**src/rtl/codificador_prioritario_if.sv**
```systemverilog
// Keypad-to-BCD bus for codificador_prioritario: key lines and enable in, registered digit and strobes out.
interface codificador_prioritario_if;
  logic [9:0] entrada;
  logic       enablen;
  logic [3:0] BCD;
  logic       valido;
  logic       nova_tecla;

  modport master (
    output entrada,
    output enablen,
    input  BCD,
    input  valido,
    input  nova_tecla
  );

  modport slave (
    input  entrada,
    input  enablen,
    output BCD,
    output valido,
    output nova_tecla
  );
endinterface

```
**src/rtl/codificador_prioritario.sv**
```systemverilog
// Registered 10-to-4 priority encoder (highest key index wins) with valid flag and new-key strobe.
// Optional input debouncing is compiled in with `define CODIFICADOR_DEBOUNCE_EN.
module codificador_prioritario #(
  parameter int DEBOUNCE_CICLOS = 4
) (
  input logic                      clk,
  input logic                      reset,
  codificador_prioritario_if.slave bus
);

  if ((DEBOUNCE_CICLOS < 1) || (DEBOUNCE_CICLOS > 255)) begin : g_param_check
    $error("codificador_prioritario: DEBOUNCE_CICLOS out of range 1..255");
  end

  function automatic logic [3:0] prio_code(input logic [9:0] v);
    logic [3:0] c;
    c = 4'd0;
    for (int i = 0; i < 10; i++) begin
      if (v[i]) begin
        c = 4'(i);
      end
    end
    return c;
  endfunction

  logic [3:0] code_s;
  logic       any_s;
  logic       accept_s;
  logic       nova_s;
  logic [3:0] bcd_r;
  logic       valido_r;
  logic       nova_r;

  // Priority code and key-present flag for the current key lines.
  always_comb begin
    code_s = prio_code(bus.entrada);
    any_s  = |bus.entrada;
  end

`ifdef CODIFICADOR_DEBOUNCE_EN
  localparam logic [7:0] DEB_LIM = 8'(DEBOUNCE_CICLOS);

  logic [4:0] prev_r;
  logic [7:0] cnt_r;
  logic [4:0] sample_s;
  logic       stable_s;

  // Acceptance only after the sampled {any, code} has been seen unchanged for DEB_LIM edges.
  always_comb begin
    sample_s = {any_s, code_s};
    stable_s = (sample_s == prev_r);
    accept_s = stable_s && (cnt_r >= DEB_LIM);
  end

  // Stability counter: reload on change, saturating count while stable.
  always_ff @(posedge clk) begin
    if (reset) begin
      prev_r <= 5'd0;
      cnt_r  <= 8'd0;
    end else if (bus.enablen) begin
      prev_r <= 5'd0;
      cnt_r  <= 8'd0;
    end else if (stable_s) begin
      if (cnt_r != 8'hFF) begin
        cnt_r <= cnt_r + 8'd1;
      end else begin
        cnt_r <= cnt_r;
      end
    end else begin
      prev_r <= sample_s;
      cnt_r  <= 8'd1;
    end
  end
`else
  // Without debouncing every enabled edge is an acceptance.
  always_comb begin
    accept_s = 1'b1;
  end
`endif

  // New-key strobe: a present key that is either fresh after idle or a different digit.
  always_comb begin
    nova_s = accept_s && any_s && (!valido_r || (code_s != bcd_r));
  end

  // Output registers; disable forces idle immediately, holding otherwise until acceptance.
  always_ff @(posedge clk) begin
    if (reset) begin
      bcd_r    <= 4'd0;
      valido_r <= 1'b0;
      nova_r   <= 1'b0;
    end else if (bus.enablen) begin
      bcd_r    <= 4'd0;
      valido_r <= 1'b0;
      nova_r   <= 1'b0;
    end else if (accept_s) begin
      bcd_r    <= any_s ? code_s : 4'd0;
      valido_r <= any_s;
      nova_r   <= nova_s;
    end else begin
      bcd_r    <= bcd_r;
      valido_r <= valido_r;
      nova_r   <= 1'b0;
    end
  end

  assign bus.BCD        = bcd_r;
  assign bus.valido     = valido_r;
  assign bus.nova_tecla = nova_r;

endmodule

```
**src/flat_wrapper.sv**
```systemverilog
// flat-port wrapper written by rule: the top's interface ports become plain ports
module codificador_prioritario_flat 
#(
  parameter int DEBOUNCE_CICLOS = 4
)
  (clk, reset, bus_entrada, bus_enablen, bus_BCD, bus_valido, bus_nova_tecla);
  codificador_prioritario_if bus_i ();
  input logic clk;
  input logic reset;
  input wire logic [$bits(bus_i.entrada)-1:0] bus_entrada;
  input wire logic [$bits(bus_i.enablen)-1:0] bus_enablen;
  output wire logic [$bits(bus_i.BCD)-1:0] bus_BCD;
  output wire logic [$bits(bus_i.valido)-1:0] bus_valido;
  output wire logic [$bits(bus_i.nova_tecla)-1:0] bus_nova_tecla;
  assign bus_i.entrada = bus_entrada;
  assign bus_i.enablen = bus_enablen;
  assign bus_BCD = bus_i.BCD;
  assign bus_valido = bus_i.valido;
  assign bus_nova_tecla = bus_i.nova_tecla;
  codificador_prioritario #(.DEBOUNCE_CICLOS(DEBOUNCE_CICLOS)) u_core (.clk(clk), .reset(reset), .bus(bus_i));
endmodule
```
**config.mk**
```make
export PLATFORM = sky130hd
export DESIGN_NAME = codificador_prioritario_flat
export DESIGN_NICKNAME = d
export VERILOG_FILES = /design/src/rtl/codificador_prioritario_if.sv /design/src/rtl/codificador_prioritario.sv /design/src/flat_wrapper.sv
export SDC_FILE = /design/constraint.sdc
export NUM_CORES = 1
export LEC_CHECK = 0
export ABC_AREA = 1
export CORE_AREA = 5 5 42 44
export DETAILED_ROUTE_END_ITERATION = 10
export DIE_AREA = 0 0 47 49
export GPL_TIMING_DRIVEN = 0
export MAX_ROUTING_LAYER = met4
export SYNTH_ARGS = -nofsm -noshare
export SYNTH_HDL_FRONTEND = slang
export SYNTH_SLANG_ARGS = --single-unit
export TNS_END_PERCENT = 10
```
**constraint.sdc**
```tcl
create_clock -name clk -period 1.2 [get_ports clk]
set_input_delay 0.18 -clock clk [delete_from_list [all_inputs] [get_ports clk]]
set_output_delay 0.18 -clock clk [all_outputs]
set_load 0.005 [all_outputs]
```
* Yosys cells after proc, flatten, opt, wreduce, memory -nomap -nowiden *
Cells that the tools add are included.

word-level totals
  input port bits = 13
  output and inout bits = 6
  logic and storage cells = 20
  bits in registers = 6

cells by class
  bitwise operators = 1
  reductions and logical operators = 6
  equal/unequal tests = 1
  mux-type cells = 9

operators with widths
  cell                 number
  $mux W4              8
  $reduce_or A10 Y1    1
  $ne A4 B4 Y1         1
  $reduce_or A3 Y1     1
  $reduce_or A2 Y1     1
  $logic_and A1 B1 Y1  1
  $logic_not A1 Y1     1
  $logic_or A1 B1 Y1   1
  $mux W1              1
  $not A1 Y1           1

* Logic depth before layout (Yosys ltp) *
  depth after elaboration = 12
  depth in mapped cells = 12
  depth with buffers taken out = 12

* Least setup slack after synthesis *
No wires, ideal clock.

  kind = register to register
  from = register u_core.bcd_r[3] (netlist: u_core.bus.BCD[3])
  to = register u_core.nova_r (netlist: u_core.bus.nova_tecla)
  setup time = 0.114 ns
  arrival = 0.815 ns
  clock period less this slack = 0.929 ns
  stages on the path, launching flop included = 9
  data required time = 1.086 ns
  path slack = 0.271 ns
  buffers on the path = 0
  path through = dfxtp_1 > nand2_1 > nand2_1 > nor2_1 > nand3_1 > nor2_1 > nand2_1 > nor2_1 > nor2_1

on the way
  longest elaborated chain between the ends = 3

ends and longest elaborated chain
  element                 RTL line                        RTL
  start, declared         codificador_prioritario.sv:30   logic [3:0] bcd_r;
  start signal, assigned  codificador_prioritario.sv:97   bcd_r <= any_s ? code_s : 4'd0;
  start signal, assigned  codificador_prioritario.sv:101  bcd_r <= bcd_r;
  $ne A4 B4 Y1            codificador_prioritario.sv:83   nova_s = accept_s && any_s && (!valido_r || (code_s != bcd_r));
  $logic_or A1 B1 Y1      codificador_prioritario.sv:83
  $logic_and A1 B1 Y1     codificador_prioritario.sv:83
  end signal, assigned    codificador_prioritario.sv:99   nova_r <= nova_s;
  end, declared           codificador_prioritario.sv:32   logic nova_r;

Every way passes these cells.
A chain may end at the register's enable or synchronous reset.

* Worst setup path in the final report *
  from = input port bus_enablen
  to = register u_core.nova_r (netlist: u_core.bus.nova_tecla)

on the way
  longest elaborated chain between the ends = 1

ends and longest elaborated chain
  element                            RTL line            RTL
  start, declared                    flat_wrapper.sv:11  input wire logic [$bits(bus_i.enablen)-1:0] bus_enablen;
  $reduce_or A2 Y1 (no source line)  -

Every way passes these cells.

==> out/metrics.csv <==
metric,value,unit
vias,403,
synth_common_cells,"18 x nand2_1, 10 x nor2_1, 9 x inv_1, 6 x dfxtp_1, 4 x nand3_1",
seq_area_frac_synth,36.09,%
p_sw_share,24.77,%
drc,0,
vdd_drop_max,0.4400,mV
grt_pass1_vias,352,
hold_path.startpoint,bus_entrada[7],
drv_slew,0,
clkPwrFrac,34.8,%
ff2ff_path_depth,8,
required,1.37,ns
total_power,0.5140,mW
synthCells,55,
cts_buffer_depth,2,
postRouteWirelength,871,um
place_ws,-0.3060,ns
leakage,0.3511,nW
syn_area,332.8,um2
fillerInstances,161,
synth_top_area_cell,dfxtp_1,
worstHoldPathType,in -> reg,
grt_pass1_wl,1283,um
clkSlewWorstSetupHoldPaths,0.04,ns
period_share,88.82,%
dpl.hpwl,636.2,um
timing.clock.skew,0.001156,ns
status,completed,
grt_usage,7.876,%
worst_slack,0.1342,ns
synth_most_common_cell,nand2_1,
gr-total-overflow,0,
drive_gt1_share,29.49,%
dr.pass1.iters,2,
seqCellArea,120.1,um2
vias_per_cell,4.287,
yosysTopAreaCellShare,36.09,%
first_iter_violations,1,
start_util,23.75,%
synth_enable_flop_cells,0,
cts_tree,done,
synth_seq_cells,6,
cts.sinks,6,
clock_latency,0.24,ns
syn_to_final_growth,86.47,%
worstPathArrival,1.24,ns
antenna_found_initial,0,
syn_nets,68,
diodes,0,
die_area,0.002303,mm2
place.gp.congestion,0.7031,
ys.flop_type,dfxtp_1,
routedWlPerCell,9.266,um
final_area,620.6,um2
internal_power,0.3867,mW
rows,14,
crit_fanout,4,
maxCapViolCount,0,
crit_start,bus_enablen,
relSlewSlack,85.26,%
netlist_top_cells_area,"dfxtp_1 36%, nand2_1 20%, nor2_1 11%, inv_1 10%, nand3_1 6.0%",
power.switching,0.1273,mW
cp-end-kind,flop,
multi_input_area,221.5,um2
fin_crit,1.066,ns
htreeDepth,1,
async_reset_ff_share,0,%
hold_depth,5,
grt_setup_unrepaired,no,
yosys_warnings,0,
pwr-share-seq,41.6,%
cts_inserted_buffers,3,
ant_nets,0,
post_dp_cell_area,533.0,um2
cts_root_buffer,clkbuf_4,
finalNetCount,93,
critPathLaunchType,input pin,
boundaryPins,19,
grt_start_max_net_pins,9,
p_per_area,828.3,mW/mm2
yosysUniqueCellTypes,11,
core_area,0.001401,mm2
critPathKind,in -> reg,
combinationalPowerShare,23.6,%
syn_area_per_cell,6.051,um2
fmax,938.3,MHz
hold_viol_final,0,
fp.dieH,49,um
rr_startpoint,u_core.bus.BCD[3],
finalSetupViolCount,0,
cts_hold_buf,0,
port_buffers,18,
tightest_slew,0.2206,ns
die_x,47,um
[layer usage]
metal | global-route usage (%) | vias to the layer above | part of all wire, %
met2 | 10.86 | 11 | 48
met3 | 1.476 | 2 | 6.3
met5 | - | - | 0
met1 | 9.251 | 177 | 45
li1 | - | 213 | -
met4 | 6.912 | 0 | 0.46
[power groups by stage]
stage                     Clock (mW)  Combinational (mW)  Sequential [mW]
after floorplan                    0              0.0453            0.219
after global placement             0               0.112            0.218
after detailed placement           0               0.113            0.218
after CTS                      0.190               0.105            0.214
after global routing           0.200               0.135            0.215
final                          0.179               0.121            0.214
[worst paths after layout]
| check | endpoint | slack, ns |
|---|---|---|
| worst min register to register | u_core.bus.nova_tecla | 0.56 |
| worst max-delay path | u_core.bus.nova_tecla | 0.13 |
| worst min-delay path | u_core.bus.BCD[2] | 0.35 |
| worst max register to register | u_core.bus.nova_tecla | 0.18 |
[what timing repair did]
| item | in CTS | in global routing |
|---|---|---|
| gates resized for setup | 8 | 23 |
| setup buffers | 0 | 2 |
| endpoints found under the setup margin | 10 | 4 |
| pin swaps | 0 | 10 |
[per-stage QoR]
stage / cells / hold slack, ns / util, % / setup TNS, ns
after floorplan: 55 / 0.3238 / - / 0
after global placement: 89 / 0.5709 / 38.04 / -1.217
after detailed placement: 89 / 0.5785 / 38.04 / -1.250
after CTS: 92 / 0.3978 / 38.93 / -0.01861
after global routing: 94 / 0.3797 / 44.29 / 0
final: 94 / 0.3507 / 44.29 / 0
[worst max-delay path, stage by stage]
cell and delay (ns):
clkdlybuf4s50_1 0.39, or2_2 0.30, nor2_1 0.16, inv_1 0.10, nor2_1 0.11
[area by class of cell]
cell class / count / area share, %
Multi-Input combinational cell: 40 / 35.69
Tap cell: 16 / 3.226
Clock buffer: 3 / 3.629
Sequential cell: 6 / 19.35
Timing Repair Buffer: 20 / 32.66
Inverter: 9 / 5.444
[registers in the layout, summed over array words and instances, names as in the netlist]
signal	cells
u_core.bus.BCD	4
u_core.bus.valido	1
u_core.bus.nova_tecla	1
[cell usage in the layout (no fill, tap or decap)]
cell type         n
nor3_1            1
dlygate4sd2_1     8
nand3_2           2
nor2_4            1
nor2_2            3
inv_1             5
dlymetal6s2s_1    7
inv_2             4
nand2_1          12
a21oi_1           2
buf_4             2
nand3_4           1
nand3b_1          2
clkdlybuf4s50_1   3
nand3_1           1
clkbuf_4          3
dfxtp_1           6
nor2_1            8
nand2_2           6
or2_2             1
[kinds of logic (layout without fill, tap and decap cells)]
kind of cell	count (synthesis)	count (layout)	share of synthesized area, %
buf+inv	9	32	10.15
flops	6	6	36.09
compound gates	2	2	3.008
simple gates	38	38	50.75
(Power assumes the default switching activity.)
